==> src/rtl/seq_div_pkg.sv <==
// Shared types and constants for the sequential lookahead divider.
package seq_div_pkg;

  typedef enum logic [1:0] {
    IDLE = 2'd0,
    CALC = 2'd1,
    FIN  = 2'd2
  } div_state_e;

  localparam int DEFAULT_WIDTH = 8;

  // Iteration counter must hold WIDTH itself.
  localparam int DEFAULT_CNT_W = $clog2(DEFAULT_WIDTH + 1);

  localparam logic [DEFAULT_WIDTH-1:0] DBZ_QUOT_DEFAULT = '1;

  function automatic int cnt_width(input int w);
    return $clog2(w + 1);
  endfunction

endpackage

==> src/rtl/cla_subtractor.sv <==
// Combinational a - b using chained 4-bit carry-lookahead slices (b inverted, carry-in 1).
module cla_subtractor #(
  parameter int WIDTH = 8
) (
  input  logic [WIDTH-1:0] a_i,
  input  logic [WIDTH-1:0] b_i,
  output logic [WIDTH-1:0] diff_o,
  output logic             cout_o
);
  localparam int NS = WIDTH / 4;

  logic [WIDTH-1:0] bn, p, g;
  logic [NS:0]      c;

  assign bn   = ~b_i;
  assign p    = a_i ^ bn;
  assign g    = a_i & bn;
  assign c[0] = 1'b1;

  for (genvar s = 0; s < NS; s++) begin : g_slice
    logic [3:0] pp, gg, cc;
    logic       grp_g, grp_p;

    assign pp    = p[4*s +: 4];
    assign gg    = g[4*s +: 4];
    assign cc[0] = c[s];
    assign cc[1] = gg[0] | (pp[0] & cc[0]);
    assign cc[2] = gg[1] | (pp[1] & gg[0]) | (pp[1] & pp[0] & cc[0]);
    assign cc[3] = gg[2] | (pp[2] & gg[1]) | (pp[2] & pp[1] & gg[0])
                 | (pp[2] & pp[1] & pp[0] & cc[0]);
    assign grp_g = gg[3] | (pp[3] & gg[2]) | (pp[3] & pp[2] & gg[1])
                 | (pp[3] & pp[2] & pp[1] & gg[0]);
    assign grp_p = &pp;
    assign c[s+1] = grp_g | (grp_p & c[s]);
    assign diff_o[4*s +: 4] = pp ^ cc;
  end

  assign cout_o = c[NS];

endmodule

==> src/rtl/seq_cla_divider.sv <==
// Iterative restoring divider, one quotient bit per clock, start/done handshake.
// Define DIV_SIGNED_EN for two's-complement operands (truncating toward zero).
module seq_cla_divider
  import seq_div_pkg::*;
#(
  parameter int WIDTH = DEFAULT_WIDTH
) (
  input  logic             clk,
  input  logic             rst,
  input  logic             start,
  input  logic [WIDTH-1:0] dividend,
  input  logic [WIDTH-1:0] divisor,
  output logic             busy,
  output logic             done,
  output logic [WIDTH-1:0] quotient,
  output logic [WIDTH-1:0] remainder,
  output logic             div_by_zero
);
  localparam int CNT_W = cnt_width(WIDTH);
  localparam logic [WIDTH-1:0] DBZ_QUOT = '1;

  div_state_e       state_q;
  logic [CNT_W-1:0] cnt_q;
  logic [WIDTH-1:0] rem_q, quo_q, dsr_q;
  logic             dbz_q;
  logic             busy_q, done_q, dbz_out_q;
  logic [WIDTH-1:0] quot_out_q, rem_out_q;

  logic [WIDTH-1:0] a_abs, b_abs, fin_quo, fin_rem;
  logic [WIDTH-1:0] r_sh, diff;
  logic             cout, take;

`ifdef DIV_SIGNED_EN
  logic neg_q_q, neg_r_q;

  assign a_abs   = dividend[WIDTH-1] ? -dividend : dividend;
  assign b_abs   = divisor[WIDTH-1]  ? -divisor  : divisor;
  assign fin_quo = (neg_q_q && !dbz_q) ? -quo_q : quo_q;
  assign fin_rem = (neg_r_q && !dbz_q) ? -rem_q : rem_q;
`else
  assign a_abs   = dividend;
  assign b_abs   = divisor;
  assign fin_quo = quo_q;
  assign fin_rem = rem_q;
`endif

  assign r_sh = {rem_q[WIDTH-2:0], quo_q[WIDTH-1]};

  cla_subtractor #(.WIDTH(WIDTH)) u_sub (
    .a_i   (r_sh),
    .b_i   (dsr_q),
    .diff_o(diff),
    .cout_o(cout)
  );

  // The bit shifted out of the remainder is an implicit 2^WIDTH: when set the
  // trial can never borrow, and the low WIDTH bits of the difference are exact.
  assign take = cout | rem_q[WIDTH-1];

  always_ff @(posedge clk or posedge rst) begin
    if (rst) begin
      state_q    <= IDLE;
      cnt_q      <= '0;
      rem_q      <= '0;
      quo_q      <= '0;
      dsr_q      <= '0;
      dbz_q      <= 1'b0;
      busy_q     <= 1'b0;
      done_q     <= 1'b0;
      dbz_out_q  <= 1'b0;
      quot_out_q <= '0;
      rem_out_q  <= '0;
`ifdef DIV_SIGNED_EN
      neg_q_q    <= 1'b0;
      neg_r_q    <= 1'b0;
`endif
    end else begin
      done_q <= 1'b0;
      case (state_q)
        IDLE: begin
          if (start) begin
            busy_q <= 1'b1;
            dsr_q  <= b_abs;
`ifdef DIV_SIGNED_EN
            neg_q_q <= dividend[WIDTH-1] ^ divisor[WIDTH-1];
            neg_r_q <= dividend[WIDTH-1];
`endif
            if (divisor == '0) begin
              quo_q   <= DBZ_QUOT;
              rem_q   <= dividend;
              dbz_q   <= 1'b1;
              state_q <= FIN;
            end else begin
              quo_q   <= a_abs;
              rem_q   <= '0;
              dbz_q   <= 1'b0;
              cnt_q   <= CNT_W'(WIDTH);
              state_q <= CALC;
            end
          end
        end
        CALC: begin
          rem_q <= take ? diff : r_sh;
          quo_q <= {quo_q[WIDTH-2:0], take};
          cnt_q <= cnt_q - 1'b1;
          if (cnt_q == CNT_W'(1)) state_q <= FIN;
        end
        FIN: begin
          quot_out_q <= fin_quo;
          rem_out_q  <= fin_rem;
          dbz_out_q  <= dbz_q;
          done_q     <= 1'b1;
          busy_q     <= 1'b0;
          state_q    <= IDLE;
        end
        default: state_q <= IDLE;
      endcase
    end
  end

  assign busy        = busy_q;
  assign done        = done_q;
  assign quotient    = quot_out_q;
  assign remainder   = rem_out_q;
  assign div_by_zero = dbz_out_q;

endmodule

==> config.mk <==
export PLATFORM = sky130hd
export DESIGN_NAME = seq_cla_divider
export DESIGN_NICKNAME = d
export VERILOG_FILES = /design/src/rtl/seq_div_pkg.sv /design/src/rtl/cla_subtractor.sv /design/src/rtl/seq_cla_divider.sv
export SDC_FILE = /design/constraint.sdc
export NUM_CORES = 1
export LEC_CHECK = 0
export CORE_MARGIN = 4
export CORE_UTILIZATION = 50
export DETAILED_ROUTE_END_ITERATION = 16
export HOLD_SLACK_MARGIN = 0.02
export PLACE_DENSITY = 0.78
export RECOVER_POWER = 100
export SLEW_MARGIN = 20
export SYNTH_ARGS = -nofsm -noshare
export SYNTH_HDL_FRONTEND = slang
export SYNTH_SLANG_ARGS = --single-unit
==> constraint.sdc <==
create_clock -name clk -period 2.9 [get_ports clk]
set_input_delay 0.29 -clock clk [delete_from_list [all_inputs] [get_ports clk]]
set_output_delay 0.29 -clock clk [all_outputs]
set_load 0.01 [all_outputs]
After elaboration in Yosys (flattened, before gate mapping)
Cells that the tools add are included.

word-level totals
  register bits after elaboration = 50
  bits of input ports = 19
  output and inout port bits = 19
  word-level logic and storage cells = 99

operators by class
  $add $sub $neg = 1
  eq/ne operators = 6
  muxes and demuxes = 18
  bitwise operators = 52
  reductions and logical operators = 11

operator list
  operator                                                               count
  8-bit 2-to-1 mux                                                       5
  8-bit case mux with 2 select lines                                     2
  1-bit AND                                                              26
  1-bit OR                                                               21
  8-bit AND                                                              1
  8-bit zero test                                                        1
  4-bit 2-to-1 mux                                                       2
  8-bit inverter                                                         1
  4-bit case mux with 2 select lines                                     1
  2-bit AND reduction                                                    4
  4-bit AND reduction                                                    2
  4-bit XOR                                                              2
  8-bit XOR                                                              1
  2-bit 2-to-1 mux                                                       3
  2-bit != test, second input constant                                   3
  4-bit by 1-bit equality test with 1-bit output, second input constant  1
  2-bit case mux with 2 select lines                                     1
  2-bit nonzero test                                                     2
  4-bit by 1-bit subtractor with 4-bit output, second input constant     1
  1-bit 2-to-1 mux                                                       3
  3-bit AND reduction                                                    1
  2-bit by 1-bit equality test with 1-bit output, second input constant  1
  2-bit equality test, second input constant                             1
  2-bit zero test                                                        1
  1-bit case mux with 2 select lines                                     1

Logic depth before layout (Yosys ltp)
  depth after elaboration = 12
  depth in mapped cells = 8
  depth with buffers taken out = 8

By module
A second synthesis with hierarchy kept.

unflattened totals
  cells, all modules = 249
  area total of the unflattened synthesis = 2,670.1 um^2

modules (own cells, without submodules)
  module           times used  cells an instance  area an instance (um^2)  seq. area each (um^2)
  seq_cla_divider  1           200                2,309.7                  1,251.2
  cla_subtractor   1           49                 360.3                    0.0

Worst setup path after synthesis
Ideal clock, no wire load.

  path kind = register -> register
  from = register rem_q[2], in the netlist fin_rem[2]
  to = register rem_q[5], in the netlist fin_rem[5]
  library setup time = 130 ps
  data arrival time = 1,874 ps
  required time = 2,770 ps
  path slack = 896 ps
  stages on the path, launching flop included = 8
  clock period less this slack = 2,004 ps
  path through = dfrtp_1 -> ha_1 -> or3_4 -> o22a_1 -> fa_1 -> xor2_1 -> o211ai_1 -> nand3_1

between the ends
  longest elaborated chain between the ends = 11

RTL lines
  what                                    line                                         source
  from (decl)                             seq_cla_divider.sv:24                        logic [WIDTH-1:0] rem_q, quo_q, dsr_q;
  from (signal assigned)                  seq_cla_divider.sv:90                        rem_q <= dividend;
  from (signal assigned)                  seq_cla_divider.sv:103                       rem_q <= take ? diff : r_sh;
  8-bit XOR                               cla_subtractor.sv:16                         assign p = a_i ^ bn;
  1-bit AND (on tied branches)            cla_subtractor.sv:31, cla_subtractor.sv:32
  1-bit OR, or another cell as far along  cla_subtractor.sv:31                         assign grp_g = gg[3] | (pp[3] & gg[2]) | (pp[3] & pp[2] & gg[1])
  1-bit OR or 1-bit AND (tied branches)   cla_subtractor.sv:31, cla_subtractor.sv:32
  1-bit OR                                cla_subtractor.sv:32                         | (pp[3] & pp[2] & pp[1] & gg[0]);
  1-bit OR *                              cla_subtractor.sv:34                         assign c[s+1] = grp_g | (grp_p & c[s]);
  1-bit AND (on tied branches)            cla_subtractor.sv:27, cla_subtractor.sv:34
  1-bit OR (on tied branches)             cla_subtractor.sv:27, cla_subtractor.sv:34
  4-bit XOR or 1-bit OR (tied branches)   cla_subtractor.sv:35, seq_cla_divider.sv:58
  8-bit 2-to-1 mux *                      seq_cla_divider.sv:103
  8-bit case mux with 2 select lines *    seq_cla_divider.sv:79                        case (state_q)

Every way passes the cells marked *; elsewhere a longest branch is shown, timed or not.
A chain may end at the register's enable or synchronous reset.

Worst setup path in the final report
  from = input port divisor[7]
  to = register quo_q[4], in the netlist fin_quo[4]

between the ends
  longest elaborated chain between the ends = 4

RTL lines
  what                                line                    source
  from (decl)                         seq_cla_divider.sv:12   input logic [WIDTH-1:0] divisor,
  8-bit zero test                     seq_cla_divider.sv:88   if (divisor == '0) begin
  8-bit 2-to-1 mux                    seq_cla_divider.sv:88
  8-bit 2-to-1 mux                    seq_cla_divider.sv:81   if (start) begin
  8-bit case mux with 2 select lines  seq_cla_divider.sv:79
  to (signal assigned)                seq_cla_divider.sv:94   quo_q <= a_abs;
  to (signal assigned)                seq_cla_divider.sv:104  quo_q <= {quo_q[WIDTH-2:0], take};
  to (decl)                           seq_cla_divider.sv:24

Every way passes these cells. The select of a mux whose other input is x is not followed.

==> reports/results.tsv <==
stage	metric	value	unit
setup_path	critical path fanouts, max	13	
global_route	pin count of the biggest net entering global routing	25	
detailed_routing	drt wl/cell	15.2	um
synthesis	Synthesized Nets	284	
outcome	status	completed	
global_route	grt total ovfl	0	
setup_path	R2R Setup Slk	770	ps
setup_path	launch point of the worst reg-to-reg path	fin_rem[2]	
synthesis	FFs w/ async S/R, synth	1.00	
timing	Final Critical Period	2280	ps
floorplan	Die Wd	79.7	um
clock_network	Max clock buf depth	2	
setup_path	Worst EP required	3110	ps
setup_path	Critical Setup Path Class	in2reg	
layout	number of inserted diodes	0	
setup_path	Reg2Reg Depth	7	
synthesis	synth cell count leaders	dfrtp_1 (50), nand2_1 (35), o21ai_0 (24)	
timing	setup TNS	0	ps
floorplan	Initial Util	0.530	
layout	fillers	417	
timing	final worst setup slack	616	ps
detailed_routing	Vias/cell	5.53	
synthesis	Avg Inst Size Synth	10.2	um2
placed_design	HPWL after DPL	4130	um
power_and_ir_drop	Max VDD drop	0.000657	V
timing	fin. max-slew vios	0	
detailed_routing	1st-pass router iterations	4	
placed_design	Port-buffer cells	37	
layout	flip-flop and latch area	1250	um2
synthesis	top-count cell post-synth	dfrtp_1	
worst_hold_path	Hold Startpoint	busy	
synthesis	EDFF count, synth	0	
global_route	number of antenna violations at the first check in global routing	0	
floorplan	Core Region	4850	um2
clock_network	Post-CTS Repair Setup Buffers	0	
synthesis	top_reg_cell synth	dfrtp_1	
setup_path	capture point of the worst reg-to-reg path	fin_rem[5]	
placed_design	Routability Congestion	0.829	
power_and_ir_drop	Pwr Density	1140	nW/um2
timing	RSZ-0062 raised after global routing	no	
synthesis	mapped cell area	2570	um2
detailed_routing	drt drc	0	
synthesis	Synth Instances	253	
timing	Final setup viols	0	
synthesis	share of the synthesized area in the top cell type	0.487	
placed_design	Place WS	744	ps
synthesis	synth top area cells	dfrtp_1 (49%), mux2_2 (6.6%), ha_1 (5.4%)	
clock_network	hold_buf cts	0	
layout	share of layout cells above drive strength 1	0.111	
clock_network	root buffer cell	clkbuf_8	
setup_path	Worst Setup End Kind	flip-flop	
global_route	Total GRT Usage	0.187	
detailed_routing	antenna-violating nets left	0	
synthesis	Yosys top cell by area	dfrtp_1	
synthesis	register area share after synthesis	0.487	
clock_network	CTS tree	built	
timing	worst slew pin tran	915	ps
floorplan	I/O pins	38	
setup_path	Worst Path Arrival	2490	ps
layout	Final Util	0.639	
timing	Rel. slew slack	0.390	
clock_network	Num CTS Buffers	5	
layout	area of the multi-input gates	1190	um2
layout	Nets	319	
power_and_ir_drop	static leakage	0.00142	uW
floorplan	die area	6350	um2
clock_network	worst skew pair latency	300	ps
clock_network	Reg clk slew, reported paths	100	ps
detailed_routing	Iter 0 DRT Violations	159	
layout	synthesis-to-finish area growth	20.5	%
global_route	vias in the first global route	1974	
clock_network	H-Tree Depth	2	
global_route	first-pass GRT wire length	9250	um
worst_hold_path	HP Class	reg2reg	
setup_path	CP startpoint kind	primary input	
worst_hold_path	Hold Crit Depth	2	
detailed_routing	total number of vias	1970	
flow_run	number of max-cap violations	0	
detailed_routing	Routed WL	5420	um
synthesis	post-synth cell types	44	
floorplan	FP Rows	25	
synthesis	flop and latch count out of synthesis	50	
clock_network	clock sinks	50	
floorplan	Vert. Die Dim	79.7	um
worst_hold_path	Hold Crit Endpoint	busy	
timing	Final Skew	10.5	ps
timing	final period utilization	0.787	
synthesis	Ys Warns	0	
timing	achievable frequency	438	MHz
clock_network	post-cts resize count	0	
timing	Hold Violations, Final	0	
metrics by stage:
step | cell area [um2] | cells | power (uW) | hold slack [ps]
floorplan | 2570 | 253 | 2550 | 407
global placement | 3000 | 348 | 3040 | 460
detailed placement | 3000 | 348 | 3110 | 467
CTS | 3110 | 356 | 3610 | 311
global route | 3100 | 356 | 3840 | 531
finish | 3100 | 356 | 3550 | 480
worst max-delay path: stages:
cell           delay, ps
dlygate4sd3_1        560
or4_1                530
nor2_1               170
clkbuf_1             430
nand2_1              310
o211ai_1             190
how the worst max path moves through the flow:
stage	start	to	slack, ps	cells after the start
3_3_place_gp	divisor[7]	fin_rem[0]	760	7
4_1_cts	fin_rem[2]	fin_rem[5]	770	7
2_1_floorplan	fin_rem[2]	fin_rem[5]	900	7
5_1_grt	divisor[7]	fin_rem[7]	500	7
3_5_place_dp	divisor[7]	fin_rem[7]	740	7
6_report	divisor[7]	fin_quo[4]	620	6
layout make-up:
type / count / area share
inverters: 17 / 0.0206
well taps: 67 / 0.0271
repair buffers: 42 / 0.127
flip-flops and latches: 50 / 0.404
clock inverters: 3 / 0.0141
multi-input cells: 172 / 0.385
clock buffers: 5 / 0.0222
cell families (layout without fill, tap and decap cells):
| group | after synthesis | after routing | synth area share |
|---|---|---|---|
| compound gates | 61 | 61 | 0.160 |
| xor+xnor | 3 | 3 | 0.0102 |
| fa+ha+maj | 12 | 12 | 0.0613 |
| buf+inv | 31 | 67 | 0.0491 |
| flops | 50 | 50 | 0.487 |
| mux | 21 | 21 | 0.0891 |
| simple gates | 75 | 75 | 0.144 |
cells in the final DEF, fill, tap and decap left out, types with 3 or more instances in the layout:
| cell type | count |
|---|---|
| dfrtp_1 | 50 |
| nand2_1 | 35 |
| o21ai_0 | 24 |
| dlygate4sd3_1 | 22 |
| inv_1 | 17 |
| mux2_2 | 15 |
| clkdlybuf4s50_1 | 15 |
| ha_1 | 11 |
| o211ai_1 | 10 |
| nor2_1 | 9 |
| mux2i_1 | 6 |
| nor3_1 | 5 |
| o31ai_1 | 5 |
| nand4b_1 | 5 |
| nand3_1 | 5 |
| clkbuf_8 | 5 |
| a31o_2 | 4 |
| clkbuf_1 | 4 |
| a21oi_1 | 3 |
where the power goes:
group | internal [uW] | switching [uW]
logic | 856 | 959
clock network | 259 | 231
registers | 1010 | 227
total | 2130 | 1420
metal layers:
layer / vias up / share of wire / global-route usage
li1: 966 / - / -
met1: 943 / 0.45 / 0.255
met2: 54 / 0.49 / 0.301
met3: 7 / 0.048 / 0.0395
met4: 0 / 0.011 / 0.0498
met5: - / 0 / 0
sequential cells by signal, summed over array words and instances, names as in the netlist, 2 cells and up:
register / count
state_q: 2
fin_rem: 8
cnt_q: 4
remainder: 8
fin_quo: 8
dsr_q: 8
quotient: 8
No activity file was read; power rests on OpenSTA's default activity.
